`src/rtl/conv_layer_sched_if.sv`:
```
// Signal bundle between the conv layer sequencer and its surroundings:
// host control, weight RAM, image RAM and conv engine ports.
interface conv_layer_sched_if #(
  parameter int WADDR_W = 12,
  parameter int IADDR_W = 18
);
  logic                      start;
  logic        [8:0]         image_size;
  logic        [7:0]         num_kernels;
  logic                      busy;
  logic                      done;
  logic                      err;
  logic        [7:0]         kernel_idx;
  logic                      wt_rd_en;
  logic        [WADDR_W-1:0] wt_rd_addr;
  logic        [15:0]        wt_rd_data;
  logic                      img_rd_en;
  logic        [IADDR_W-1:0] img_rd_addr;
  logic        [15:0]        img_rd_data;
  logic                      eng_weight_valid;
  logic signed [15:0]        eng_weight;
  logic                      eng_data_valid;
  logic signed [15:0]        eng_data;
  logic                      eng_map_valid;

  modport master (
    input  start, image_size, num_kernels, wt_rd_data, img_rd_data, eng_map_valid,
    output busy, done, err, kernel_idx, wt_rd_en, wt_rd_addr, img_rd_en, img_rd_addr,
           eng_weight_valid, eng_weight, eng_data_valid, eng_data
  );

  modport slave (
    output start, image_size, num_kernels, wt_rd_data, img_rd_data, eng_map_valid,
    input  busy, done, err, kernel_idx, wt_rd_en, wt_rd_addr, img_rd_en, img_rd_addr,
           eng_weight_valid, eng_weight, eng_data_valid, eng_data
  );
endinterface

```
`src/rtl/conv_layer_sched.sv`:
```
// Layer sequencer for the single-kernel 3x3 conv engine: per kernel it loads
// 9 weights + bias, streams the N x N image, then counts (N-2)^2 results.
module conv_layer_sched #(
  parameter int GAP_CYCLES = 4,
  parameter int TIMEOUT    = 1024,
  parameter int WADDR_W    = 12,
  parameter int IADDR_W    = 18
) (
  input  logic                sys_clk,
  input  logic                sys_rst_n,
  conv_layer_sched_if.master  bus
);

  typedef enum logic [2:0] {IDLE, LOAD_W, GAP, STREAM, DRAIN, NEXT, FIN} state_t;

  localparam int GW = $clog2(GAP_CYCLES + 1);
  localparam int IW = $clog2(TIMEOUT);
  localparam logic [GW-1:0] GAP_LAST  = GW'(GAP_CYCLES);
  localparam logic [GW-1:0] NEXT_LAST = GW'(GAP_CYCLES - 1);
  // FIN and the registered done add two cycles, so abort early enough that
  // done lands exactly TIMEOUT cycles after the last result pulse.
  localparam logic [IW-1:0] ABORT_AT  = IW'(TIMEOUT - 3);

  state_t               state_q, state_d;
  logic [7:0]           k_q, kernel_idx_q;
  logic [17:0]          target_q, npix_q, pix_q, res_q, res_next;
  logic [WADDR_W-1:0]   wt_base_q;
  logic [3:0]           wcnt_q;
  logic [GW-1:0]        gcnt_q;
  logic [IW-1:0]        idle_q;
  logic                 busy_q, done_q, err_q, wv_q, dv_q;
  logic                 wt_en, img_en, set_err, in_res, accept, last_kernel;
  logic [8:0]           n_m2;

  assign n_m2        = bus.image_size - 9'd2;
  assign accept      = (state_q == IDLE) && bus.start;
  assign in_res      = (state_q == STREAM) || (state_q == DRAIN);
  assign res_next    = res_q + 18'(in_res && bus.eng_map_valid);
  assign last_kernel = (kernel_idx_q == k_q - 8'd1);

  // NOTE: every signal gets a default before the case so no path leaves it
  // unassigned, which would otherwise infer a latch.
  always_comb begin
    state_d = state_q;
    wt_en   = 1'b0;
    img_en  = 1'b0;
    set_err = bus.eng_map_valid && !in_res;
    case (state_q)
      IDLE: begin
        if (bus.start) begin
          if (bus.num_kernels == 8'd0 || bus.image_size < 9'd3) state_d = FIN;
          else                                                  state_d = LOAD_W;
        end
      end
      LOAD_W: begin
        wt_en = 1'b1;
        if (wcnt_q == 4'd9) state_d = GAP;
      end
      GAP: begin
        if (gcnt_q == GAP_LAST) state_d = STREAM;
      end
      STREAM: begin
        img_en = 1'b1;
        if (bus.eng_map_valid && res_q >= target_q) set_err = 1'b1;
        if (pix_q == npix_q - 18'd1) state_d = DRAIN;
      end
      DRAIN: begin
        if (res_next == target_q) begin
          state_d = NEXT;
        end else if (!bus.eng_map_valid && idle_q == ABORT_AT) begin
          set_err = 1'b1;
          state_d = FIN;
        end
      end
      NEXT: begin
        if (gcnt_q == NEXT_LAST) state_d = last_kernel ? FIN : LOAD_W;
      end
      FIN:     state_d = IDLE;
      default: state_d = IDLE;
    endcase
  end

  // NOTE: sequential state uses non-blocking assignments and an asynchronous
  // active-low reset, so every register clears the instant sys_rst_n drops.
  always_ff @(posedge sys_clk or negedge sys_rst_n) begin
    if (!sys_rst_n) begin
      state_q      <= IDLE;
      k_q          <= '0;
      kernel_idx_q <= '0;
      target_q     <= '0;
      npix_q       <= '0;
      pix_q        <= '0;
      res_q        <= '0;
      wt_base_q    <= '0;
      wcnt_q       <= '0;
      gcnt_q       <= '0;
      idle_q       <= '0;
      busy_q       <= 1'b0;
      done_q       <= 1'b0;
      err_q        <= 1'b0;
      wv_q         <= 1'b0;
      dv_q         <= 1'b0;
    end else begin
      state_q <= state_d;
      done_q  <= (state_q == FIN);
      wv_q    <= wt_en;
      dv_q    <= img_en;
      wcnt_q  <= (wt_en && state_d == LOAD_W) ? wcnt_q + 4'd1 : 4'd0;
      pix_q   <= (img_en && state_d == STREAM) ? pix_q + 18'd1 : 18'd0;
      idle_q  <= (state_q == DRAIN && !bus.eng_map_valid) ? idle_q + IW'(1) : '0;

      if (state_d != state_q)                      gcnt_q <= '0;
      else if (state_q == GAP || state_q == NEXT)  gcnt_q <= gcnt_q + GW'(1);

      // Result count restarts for each kernel as its weight burst begins.
      if (state_d == LOAD_W && state_q != LOAD_W) res_q <= '0;
      else                                        res_q <= res_next;

      if (accept)                busy_q <= 1'b1;
      else if (state_q == FIN)   busy_q <= 1'b0;

      if (accept)       err_q <= (bus.num_kernels != 8'd0) && (bus.image_size < 9'd3);
      else if (set_err) err_q <= 1'b1;

      if (accept) begin
        k_q          <= bus.num_kernels;
        kernel_idx_q <= '0;
        wt_base_q    <= '0;
        target_q     <= 18'(n_m2) * 18'(n_m2);
        npix_q       <= 18'(bus.image_size) * 18'(bus.image_size);
      end else if (state_q == NEXT && state_d == LOAD_W) begin
        kernel_idx_q <= kernel_idx_q + 8'd1;
        wt_base_q    <= wt_base_q + WADDR_W'(10);
      end
    end
  end

  assign bus.busy             = busy_q;
  assign bus.done             = done_q;
  assign bus.err              = err_q;
  assign bus.kernel_idx       = kernel_idx_q;
  assign bus.wt_rd_en         = wt_en;
  assign bus.wt_rd_addr       = wt_en ? wt_base_q + WADDR_W'(wcnt_q) : '0;
  assign bus.img_rd_en        = img_en;
  assign bus.img_rd_addr      = img_en ? IADDR_W'(pix_q) : '0;
  assign bus.eng_weight_valid = wv_q;
  assign bus.eng_weight       = wv_q ? signed'(bus.wt_rd_data) : '0;
  assign bus.eng_data_valid   = dv_q;
  assign bus.eng_data         = dv_q ? signed'(bus.img_rd_data) : '0;

endmodule

```
`src/flat_wrapper.sv`:
```
// flat-port wrapper written by rule: the top's interface ports become plain ports
module conv_layer_sched_flat 
#(
  parameter int GAP_CYCLES = 4,
  parameter int TIMEOUT    = 1024,
  parameter int WADDR_W    = 12,
  parameter int IADDR_W    = 18
)
  (sys_clk, sys_rst_n, bus_start, bus_image_size, bus_num_kernels, bus_wt_rd_data, bus_img_rd_data, bus_eng_map_valid, bus_busy, bus_done, bus_err, bus_kernel_idx, bus_wt_rd_en, bus_wt_rd_addr, bus_img_rd_en, bus_img_rd_addr, bus_eng_weight_valid, bus_eng_weight, bus_eng_data_valid, bus_eng_data);
  conv_layer_sched_if #(.WADDR_W(WADDR_W), .IADDR_W(IADDR_W)) bus_i ();
  input  logic sys_clk;
  input  logic sys_rst_n;
  input wire logic [$bits(bus_i.start)-1:0] bus_start;
  input wire logic [$bits(bus_i.image_size)-1:0] bus_image_size;
  input wire logic [$bits(bus_i.num_kernels)-1:0] bus_num_kernels;
  input wire logic [$bits(bus_i.wt_rd_data)-1:0] bus_wt_rd_data;
  input wire logic [$bits(bus_i.img_rd_data)-1:0] bus_img_rd_data;
  input wire logic [$bits(bus_i.eng_map_valid)-1:0] bus_eng_map_valid;
  output wire logic [$bits(bus_i.busy)-1:0] bus_busy;
  output wire logic [$bits(bus_i.done)-1:0] bus_done;
  output wire logic [$bits(bus_i.err)-1:0] bus_err;
  output wire logic [$bits(bus_i.kernel_idx)-1:0] bus_kernel_idx;
  output wire logic [$bits(bus_i.wt_rd_en)-1:0] bus_wt_rd_en;
  output wire logic [$bits(bus_i.wt_rd_addr)-1:0] bus_wt_rd_addr;
  output wire logic [$bits(bus_i.img_rd_en)-1:0] bus_img_rd_en;
  output wire logic [$bits(bus_i.img_rd_addr)-1:0] bus_img_rd_addr;
  output wire logic [$bits(bus_i.eng_weight_valid)-1:0] bus_eng_weight_valid;
  output wire logic [$bits(bus_i.eng_weight)-1:0] bus_eng_weight;
  output wire logic [$bits(bus_i.eng_data_valid)-1:0] bus_eng_data_valid;
  output wire logic [$bits(bus_i.eng_data)-1:0] bus_eng_data;
  assign bus_i.start = bus_start;
  assign bus_i.image_size = bus_image_size;
  assign bus_i.num_kernels = bus_num_kernels;
  assign bus_i.wt_rd_data = bus_wt_rd_data;
  assign bus_i.img_rd_data = bus_img_rd_data;
  assign bus_i.eng_map_valid = bus_eng_map_valid;
  assign bus_busy = bus_i.busy;
  assign bus_done = bus_i.done;
  assign bus_err = bus_i.err;
  assign bus_kernel_idx = bus_i.kernel_idx;
  assign bus_wt_rd_en = bus_i.wt_rd_en;
  assign bus_wt_rd_addr = bus_i.wt_rd_addr;
  assign bus_img_rd_en = bus_i.img_rd_en;
  assign bus_img_rd_addr = bus_i.img_rd_addr;
  assign bus_eng_weight_valid = bus_i.eng_weight_valid;
  assign bus_eng_weight = bus_i.eng_weight;
  assign bus_eng_data_valid = bus_i.eng_data_valid;
  assign bus_eng_data = bus_i.eng_data;
  conv_layer_sched #(.GAP_CYCLES(GAP_CYCLES), .TIMEOUT(TIMEOUT), .WADDR_W(WADDR_W), .IADDR_W(IADDR_W)) u_core (.sys_clk(sys_clk), .sys_rst_n(sys_rst_n), .bus(bus_i));
endmodule
```
`config.mk`:
```
export PLATFORM = sky130hd
export DESIGN_NAME = conv_layer_sched_flat
export DESIGN_NICKNAME = d
export VERILOG_FILES = /design/src/rtl/conv_layer_sched_if.sv /design/src/rtl/conv_layer_sched.sv /design/src/flat_wrapper.sv
export SDC_FILE = /design/constraint.sdc
export NUM_CORES = 1
export LEC_CHECK = 0
export BUFFER_PORTS_ARGS = -buffer_cell sky130_fd_sc_hd__buf_4
export CAP_MARGIN = 0
export CORE_AREA = 2 2 158 160
export DETAILED_ROUTE_END_ITERATION = 8
export DIE_AREA = 0 0 160 162
export GPL_TIMING_DRIVEN = 0
export PLACE_DENSITY_LB_ADDON = 0.05
export SYNTH_ARGS = -nofsm -noshare
export SYNTH_HDL_FRONTEND = slang
export SYNTH_SLANG_ARGS = --single-unit
export TNS_END_PERCENT = 20
```
`constraint.sdc`:
```
create_clock -name sys_clk -period 5.5 [get_ports sys_clk]
set_input_delay 1.1 -clock sys_clk [delete_from_list [all_inputs] [get_ports sys_clk]]
set_output_delay 1.1 -clock sys_clk [all_outputs]
set_load 0.005 [all_outputs]
```
# ---- After elaboration in Yosys (flattened, before gate mapping)
# Index checks and enable logic that the tools add are counted.
dict set report totals {
  output_inout_bits 77
  register_bits 125
  inputBits 53
}
dict set report classes {
  n_reduce_logical 23
  n_mul 2
  n_lt_le_gt_ge 2
  n_addsub 11
  eq_ne 17
  muxes 34
}
# operator n
set ops {}
lappend ops {{$mux W18} 3}
lappend ops {{$eq A18 B18 Y1} 2}
lappend ops {{$mul A9 B9 Y18} 2}
lappend ops {{$mux W12} 3}
lappend ops {{$mux W3} 11}
lappend ops {{$mux W16} 2}
lappend ops {{$add A18 B1 Y18} 1}
lappend ops {{$add A18 B1 Y18 const B} 1}
lappend ops {{$ge A18 B18 Y1} 1}
lappend ops {{$pmux W3 S6} 1}
lappend ops {{$sub A18 B1 Y18 const B} 1}
lappend ops {{$mux W8} 2}
lappend ops {{$add A12 B4 Y12} 1}
lappend ops {{$add A12 B4 Y12 const B} 1}
lappend ops {{$eq A3 B2 Y1 const B} 4}
lappend ops {{$eq A3 B3 Y1 const B} 4}
lappend ops {{$logic_and A1 B1 Y1} 11}
lappend ops {{$add A10 B1 Y10 const B} 1}
lappend ops {{$eq A10 B10 Y1 const B} 1}
lappend ops {{$mux W10} 1}
lappend ops {{$lt A9 B2 Y1 const B} 1}
lappend ops {{$mux W1} 9}
lappend ops {{$sub A9 B2 Y9 const B} 1}
lappend ops {{$add A8 B1 Y8 const B} 1}
lappend ops {{other kinds (16)} 23}

# ---- Logic depth before layout (Yosys ltp)
# Gate-level depths: netlist (run 1).
dict set report logic_depth {
  word_depth 11
  depth_mapped 24
  depth_no_buf 23
}

# ---- Worst setup path after synthesis (run 1)
# No wires, ideal clock.
dict set report synth_path {
  path_kind {input port to flip-flop}
  startpoint {input bus_image_size[5]}
  endpoint {register u_core.target_q[16]}
  n_path_buf 1
  path_slack_ns -0.767
  path_stages 20
  arrival_ns 6.138
  path_cell_list {clkbuf_1 > or4_1 > nor4_1 > xnor2_1 > nand2b_1 > fa_1 > fa_1 > inv_1 > fa_1 > inv_1 > fa_1 > inv_1 > ha_1 > a21boi_0 > o21ai_0 > a21boi_0 > o21a_1 > nor4_1 > nor4_1 > nand3b_1}
}
dict set report synth_between {
  elab_chain_len 2
}
# element line
set synth_rtl {}
lappend synth_rtl {{start, declared} flat_wrapper.sv:14} ;# input wire logic [$bits(bus_i.image_size)-1:0] bus_image_size;
lappend synth_rtl {{$sub A9 B2 Y9} conv_layer_sched.sv:35} ;# assign n_m2 = bus.image_size - 9'd2;
lappend synth_rtl {{$mul A9 B9 Y18} conv_layer_sched.sv:129} ;# target_q <= 18'(n_m2) * 18'(n_m2);
lappend synth_rtl {{end signal, assigned} conv_layer_sched.sv:129}
lappend synth_rtl {{end, declared} conv_layer_sched.sv:26} ;# logic [17:0] target_q, npix_q, pix_q, res_q, res_next;
# No other way between the ends.
# A chain may end at the register's enable or synchronous reset.

# ---- Worst setup path after layout (run 1)
dict set report layout_path {
  startpoint {input bus_image_size[2]}
  endpoint {register u_core.target_q[17]}
}
# The elaborated chain is that of the path after synthesis.

==> results of run 1 <==
==> power groups by stage <==
stage	clock (W)	combinational, W	sequential [W]
2_1_floorplan	0	0.00234	0.00127
3_3_place_gp	0	0.00306	0.00133
3_5_place_dp	0	0.00311	0.00134
4_1_cts	0.00107	0.00323	0.00133
5_1_grt	0.00111	0.00371	0.00137
6_report	0.00106	0.00325	0.00133
==> routing by layer <==
metal	vias to the layer above	share of wire	global-route usage
met3	29	0.042	0.0299
met2	200	0.48	0.386
met5	-	0	0
li1	4955	-	-
met4	0	0.015	0.0532
met1	4690	0.46	0.303
==> final timing paths <==
kind / startpoint / cells after the start / endpoint / slack [ns]
max in group asynchronous: sys_rst_n / 2 / u_core.res_q[12] / 4.16
min: u_core.npix_q[17] / 2 / u_core.npix_q[17] / 0.50
max: bus_image_size[2] / 22 / u_core.target_q[17] / -0.08
min in group asynchronous: sys_rst_n / 1 / u_core.wcnt_q[0] / 0.54
min reg2reg: u_core.npix_q[17] / 2 / u_core.npix_q[17] / 0.50
max reg2reg: u_core.state_q[1] / 17 / u_core.res_q[16] / 0.54
==> per-stage QoR <==
step,total power (W),cells
after global routing,0.00619,1890
after CTS,0.00563,1889
after global placement,0.00439,1846
after floorplan,0.00361,1394
after detailed placement,0.00445,1848
final,0.00564,1890
==> registers in the layout, indices dropped and copies added (netlist names), 3 cells and up <==
name and count:
u_core.bus.kernel_idx 8, u_core.gcnt_q 3, u_core.idle_q 10, u_core.k_q 8
u_core.npix_q 17, u_core.pix_q 18, u_core.res_q 18, u_core.state_q 3
u_core.target_q 16, u_core.wcnt_q 4, u_core.wt_base_q 11
==> cell usage after synthesis, types with 20 or more instances <==
cell	instances	share of area
fa_1	70	0.12
nor2b_1	20	0.010
nand2_1	119	0.037
and2_1	83	0.043
a21oi_1	39	0.016
o21ai_0	55	0.023
nor2_1	119	0.037
xnor2_1	69	0.051
nand3_1	42	0.018
ha_1	105	0.11
nor3_1	27	0.011
inv_1	172	0.054
clkbuf_1	40	0.013
dfrtp_1	121	0.25
or2_2	20	0.010
xor2_1	62	0.045
==> repair_timing <==
action,CTS,global route
resized for setup,38,15
pin swaps,23,6
endpoints found under the setup margin,15,13
setup buffers,11,1
gates cloned,0,0
==> layout make-up <==
cell class                      instances  area (sq um)  area share
Tap cell                              324           405      0.0282
Timing Repair Buffer                  142          1110      0.0773
Multi-Input combinational cell       1045          8310       0.577
Clock buffer                           25           526      0.0365
Buffer                                 55           317      0.0220
Inverter                              172           654      0.0455
Clock inverter                          6          37.5     0.00261
Sequential cell                       121          3030       0.210
==> kinds of logic after synthesis <==
family / synth area share
and+or+nand+nor: 0.228
DFF: 0.253
xor gates and xnor gates: 0.0974
muxes: 0.00712
AOI/OAI and AO/OA: 0.110
adders and majority gates: 0.227
buffers and inverters: 0.0767
==> critical path: stages <==
cell	delay (ns)
buf_4	0.15
clkbuf_16	0.17
inv_6	0.08
ha_4	0.16
inv_2	0.07
nor3_4	0.19
xnor2_4	0.18
buf_6	0.17
nor2_1	0.06
fa_1	0.59
fa_1	0.47
fa_1	0.54
inv_1	0.05
fa_1	0.52
inv_1	0.04
ha_1	0.34
nand3_1	0.09
inv_1	0.07
a2111oi_2	0.35
o31ai_1	0.15
xnor2_1	0.19
o21ai_0	0.09
==> cell usage in the layout (no fill, tap or decap), types with 10 or more instances in the layout <==
master	Yosys	routed
nor4_1	16	14
fa_1	70	69
nor3_1	27	24
nand4_1	14	14
nand2b_1	18	16
o211ai_1	10	10
xnor2_1	69	65
a21oi_1	39	33
o31ai_1	14	14
nor2_1	119	116
clkbuf_1	40	35
clkbuf_16	0	18
buf_4	6	143
and2_1	83	83
dfrtp_1	121	121
nand2_1	119	119
and3_1	17	17
nor2b_1	20	19
nand3_1	42	42
o21ai_0	55	50
xor2_1	62	61
ha_1	105	100
inv_1	172	165
or2_2	20	18
==> results.py, run 1 <==
metrics = {
    "die": {
        "initial_core_util": 0.496,
        "row_count": 57,
        "die_y_microns": 162,
        "core-area_sq_um": 24100,
        "dieWidth_microns": 160,
        "die_area_sq_um": 25900,
        "io_pins": 130,
    },
    "final_layout": {
        "syn2layout_area_growth_pct": 20.4,
        "final_util": 0.597,
        "n_fill_cell": 2214,
        "drive_above_1_share": 0.176,
        "antennaDiodeCount": 0,
        "postLayoutCellArea_sq_um": 14400,
        "nNetsFinal": 1782,
    },
    "clock_tree": {
        "cts_tree": "built",
        "numCtsBuffers": 17,
        "ctsHoldBuffers": 0,
        "h-tree-depth": 4,
        "clockBufferDepth": 2,
        "clkLatencyLatePin_ns": 0.42,
        "cts_sinks": 121,
        "clk_pin_slew_worst_paths_ns": 0.05,
        "clock-root-buffer": "clkbuf_16",
    },
    "flow_run": {
        "maxCapViolations": 0,
    },
    "yosys": {
        "synthCells": 1394,
        "syn_area_sq_um": 11900,
        "synth-seq-cells": 121,
        "synth_nets": 1622,
        "synth_edf_count": 0,
        "syn_area_per_cell_sq_um": 8.57,
        "yosys.cell_types.count": 74,
        "ys_async_sr_fraction": 1.00,
        "seq_area_frac_synth": 0.253,
        "ys.flop_type": "dfrtp_1",
        "synth_warnings": 0,
    },
    "sta": {
        "worst_slew_pin_slew_ns": 0.868,
        "fmax_mhz": 179,
        "max_slew_margin": 0.416,
        "whs_ns": 0.496,
        "rsz0062_at_grt": "true",
        "finalCritPeriodShare": 1.01,
        "timing.final.ws_setup_ns": -0.0758,
        "finalSetupViolations": 1,
        "period_minus_slack_ns": 5.58,
        "hold_viol": 0,
        "finClkSkew_ns": 0.00429,
        "tns_ns": -0.0758,
        "slew_viol_final": 0,
    },
    "placement": {
        "hpwl_microns": 22300,
        "io_buffers": 128,
        "place_ws_ns": -1.18,
        "gp_congestion": 0.905,
        "placed_area_sq_um": 13500,
    },
    "setup_path": {
        "path_class": "in -> reg",
        "path_max_fanout": 9,
        "cp-start-kind": "input port",
        "crit_required_ns": 5.77,
        "cp.arrival_ns": 5.84,
        "cp-end-kind": "flip-flop",
    },
    "outcome": {
        "status": "finished with violations",
        "violations": "negative setup slack",
    },
    "power_and_ir_drop": {
        "ir_drop_uv": 243,
        "p_int_w": 0.00321,
        "p_leak_nw": 6.91,
        "combPwrFrac": 0.577,
        "power_frac_clock": 0.187,
        "p_switching_w": 0.00242,
        "powerDensity_nw_per_um2": 392,
        "pwr-share-seq": 0.236,
        "switching_share": 0.430,
    },
    "detailed_routing": {
        "routedWlPerCell_microns": 14.8,
        "first_pass_iters": 5,
        "routed_wl_microns": 28000,
        "antenna_left": 0,
        "vias": 9874,
        "routed_via_density": 5.22,
        "drtIter0Drc": 509,
        "drc": 0,
    },
    "grt": {
        "antenna_found_initial": 0,
        "grt_pass1_wl_microns": 47800,
        "overflow": 0,
        "grt_pass1_vias": 9752,
        "grt_max_degree": 96,
        "grt_use_total": 0.225,
    },
    "worst_hold_path": {
        "hold_class": "reg -> reg",
    },
}
No activity file was read; power rests on OpenSTA's default activity.
==> inputs of run 2 (changes only) <==
ABC_AREA = 1   (was default)
CELL_PAD_IN_SITES_DETAIL_PLACEMENT = 1   (was default)
CELL_PAD_IN_SITES_GLOBAL_PLACEMENT = 2   (was default)
CORE_AREA = 2 2 187 189   (was 2 2 158 160)
DIE_AREA = 0 0 189 191   (was 0 0 160 162)
==> run 2 against run 1 <==
Against the previous run:
- the flow now finishes without violations
- die area rose by 39%
- via count rose by 17%
- register-to-register slack improved by 0.33 ns
- highest routed layer unchanged
==> results.py, run 2 <==
metrics = {
    "detailed_routing": {
        "antenna_left": 0,
        "drc": 0,
        "drtIter0Drc": 342,
        "routedWlPerCell_microns": 15.3,
        "routed_via_density": 4.82,
        "vias": 11500,
        "first_pass_iters": 4,
        "routed_wl_microns": 36600,
    },
    "grt": {
        "overflow": 0,
        "grt_use_total": 0.212,
        "top_usage_layer": "met2",
        "grt_pass1_vias": 12200,
        "grt.met1_usage": 0.273,
        "antenna_found_initial": 0,
        "met2_usage": 0.377,
        "grt_pass1_wl_microns": 61100,
        "grt_max_degree": 86,
        "grt_use_met3": 0.0290,
    },
    "placement": {
        "hpwl_microns": 29600,
        "gp_congestion": 0.815,
        "io_buffers": 128,
        "placed_area_sq_um": 14100,
        "place_ws_ns": -1.00,
    },
    "setup_path": {
        "critical_path.max_stage_delay_ns": 0.54,
        "cp-start-kind": "input port",
        "r2r_cells": 25,
        "crit_family": "adder cells",
        "path_max_fanout": 8,
        "r2r_end": "u_core.res_q[16]",
        "r2r_start": "u_core.state_q[0]",
        "startpoint": "bus_image_size[1]",
        "path_class": "in -> reg",
        "crit_cells": 27,
        "cp_num_buf_inv": 8,
        "rrSetupSlack_ns": 0.87,
        "cp-end-kind": "flip-flop",
        "crit_required_ns": 5.78,
        "crit_slowest_cell": "fa_1",
        "cp.arrival_ns": 5.65,
    },
    "final_layout": {
        "drive_above_1_share": 0.160,
        "antennaDiodeCount": 0,
        "final_common_cell": "nand2_1",
        "nNetsFinal": 2151,
        "postLayoutCellArea_sq_um": 15100,
        "top_regs": "u_core.pix_q (18), u_core.res_q (18), u_core.npix_q (17)",
        "final_util": 0.443,
        "final_cell_mix": "379 x nand2_1, 348 x inv_1, 188 x nor2_1",
        "n_fill_cell": 4299,
        "syn2layout_area_growth_pct": 21.4,
    },
    "outcome": {
        "status": "finished clean",
    },
    "yosys": {
        "synth_warnings": 0,
        "synth_top_cell_by_area": "dfrtp_1",
        "synth_nets": 1991,
        "yosysTopAreaCellShare": 0.243,
        "ys.flop_type": "dfrtp_1",
        "yosys-top-cells-count": "390 x nand2_1, 362 x inv_1, 198 x nor2_1, 121 x dfrtp_1",
        "ys_async_sr_fraction": 1.00,
        "synthTopCellsByArea": "dfrtp_1 24%, nand2_1 12%, fa_1 11%",
        "yosysMostFrequentCell": "nand2_1",
        "seq_area_frac_synth": 0.243,
        "syn_area_per_cell_sq_um": 7.07,
        "synthCells": 1763,
        "synth_edf_count": 0,
        "synth-seq-cells": 121,
        "syn_area_sq_um": 12500,
        "yosys.cell_types.count": 50,
    },
    "sta": {
        "timing.final.ws_setup_ns": 0.131,
        "fmax_mhz": 186,
        "max_slew_margin": 0.297,
        "finClkSkew_ns": 0.0102,
        "rsz0062_at_grt": "true",
        "finalCritPeriodShare": 0.976,
        "finalSetupViolations": 0,
        "slew_viol_final": 0,
        "hold_viol": 0,
        "worst_slew_pin_slew_ns": 1.05,
        "period_minus_slack_ns": 5.37,
    },
    "die": {
        "die_y_microns": 191,
        "core-area_sq_um": 34100,
        "die_area_sq_um": 36100,
        "initial_core_util": 0.365,
        "row_count": 68,
        "io_pins": 130,
        "dieWidth_microns": 189,
    },
    "worst_hold_path": {
        "holdPathEnd": "u_core.k_q[7]",
        "hold_class": "reg -> reg",
        "hp-start": "u_core.k_q[7]",
        "whs_path_depth": 2,
    },
    "clock_tree": {
        "h-tree-depth": 4,
        "ctsHoldBuffers": 0,
        "clk_pin_slew_worst_paths_ns": 0.06,
        "cts_sinks": 121,
        "numCtsBuffers": 17,
        "clkLatencyLatePin_ns": 0.44,
        "clockBufferDepth": 2,
        "cts_tree": "built",
        "clock-root-buffer": "clkbuf_16",
    },
    "power_and_ir_drop": {
        "ir_drop_uv": 261,
        "p_leak_nw": 8.12,
        "powerDensity_nw_per_um2": 425,
    },
    "flow_run": {
        "maxCapViolations": 0,
    },
}
-- run 2: changes by cell type after synthesis, moves of 17 or more --
cell | previous run | this run
and3_1 | 17 | 0
and2_1 | 83 | 1
inv_1 | 172 | 362
nand3_1 | 42 | 105
nor2_1 | 119 | 198
xnor2_1 | 69 | 21
nand2_2 | 0 | 18
nand4_1 | 14 | 36
nand2b_1 | 18 | 0
nand2_1 | 119 | 390
xor2_1 | 62 | 43
nor2b_1 | 20 | 0
-- run 2: cells by family (layout without fill, tap and decap cells) --
kind of cell             count (synthesis)  after routing  share of synthesized area
multiplexers                             2              2                    0.00161
XOR/XNOR                                64             64                     0.0450
flip-flops                             121            121                      0.243
buffers and inverters                  419            591                      0.129
adder cells (fa/ha/maj)                175            175                      0.218
AO/OA/AOI/OAI                          149            149                     0.0679
AND/OR/NAND/NOR                        833            833                      0.295
-- run 2: power breakdown --
part,switching [W],internal [W]
logic,0.00236,0.00147
clock network,0.000435,0.000849
registers,0.000211,0.00110
total,0.00300,0.00342
-- run 2: metrics by stage --
stage          setup TNS [ns]  power [W]  hold WS, ns  std cells
2_1_floorplan         -0.0673    0.00387        0.455       1763
5_1_grt                -0.273    0.00708        0.530       2390
4_1_cts             -0.000347    0.00637        0.497       2384
3_5_place_dp            -8.06    0.00497        0.486       2347
6_report                    0    0.00642        0.497       2390
3_3_place_gp            -6.84    0.00488        0.483       2346
-- run 2: final cells by class --
class,instances,area [sq um],area share
well taps,455,569,0.0376
clock buffers,24,492,0.0325
repair buffers,144,1120,0.0741
plain buffers,38,190,0.0126
multi-input cells,1223,8130,0.537
clock inverters,7,163,0.0108
flip-flops and latches,121,3030,0.200
inverters,378,1430,0.0947
-- run 2: layer usage --
metal / vias up / wire length [microns]
li1: 5763 / -
met2: 135 / 18000
met1: 5589 / 17200
met3: 22 / 1090
met4: 0 / 380
met5: - / 0
-- run 2: worst max-delay path by stage --
stage                               end  slack, ns
finish              u_core.target_q[17]       0.13
global route        u_core.target_q[17]      -0.10
CTS                 u_core.target_q[17]    -0.0003
detailed placement  u_core.target_q[17]      -1.00
global placement    u_core.target_q[17]      -0.92
floorplan           u_core.target_q[17]      -0.07
-- run 2: what timing repair did --
| action | CTS | global route |
|---|---|---|
| buffers inserted | 8 | 7 |
| endpoints found under the setup margin | 9 | 40 |
| gates resized for setup | 27 | 54 |
| pin swaps | 9 | 25 |
-- run 2: worst reg2reg max path, delay by kind of cell, from the launching register on --
kind	cells	cell delay, ns
AO/OA/AOI/OAI	1	0.30
adder cells (fa/ha/maj)	2	0.43
AND/OR/NAND/NOR	17	2.46
buffers and inverters	5	0.90
flip-flops	1	0.45
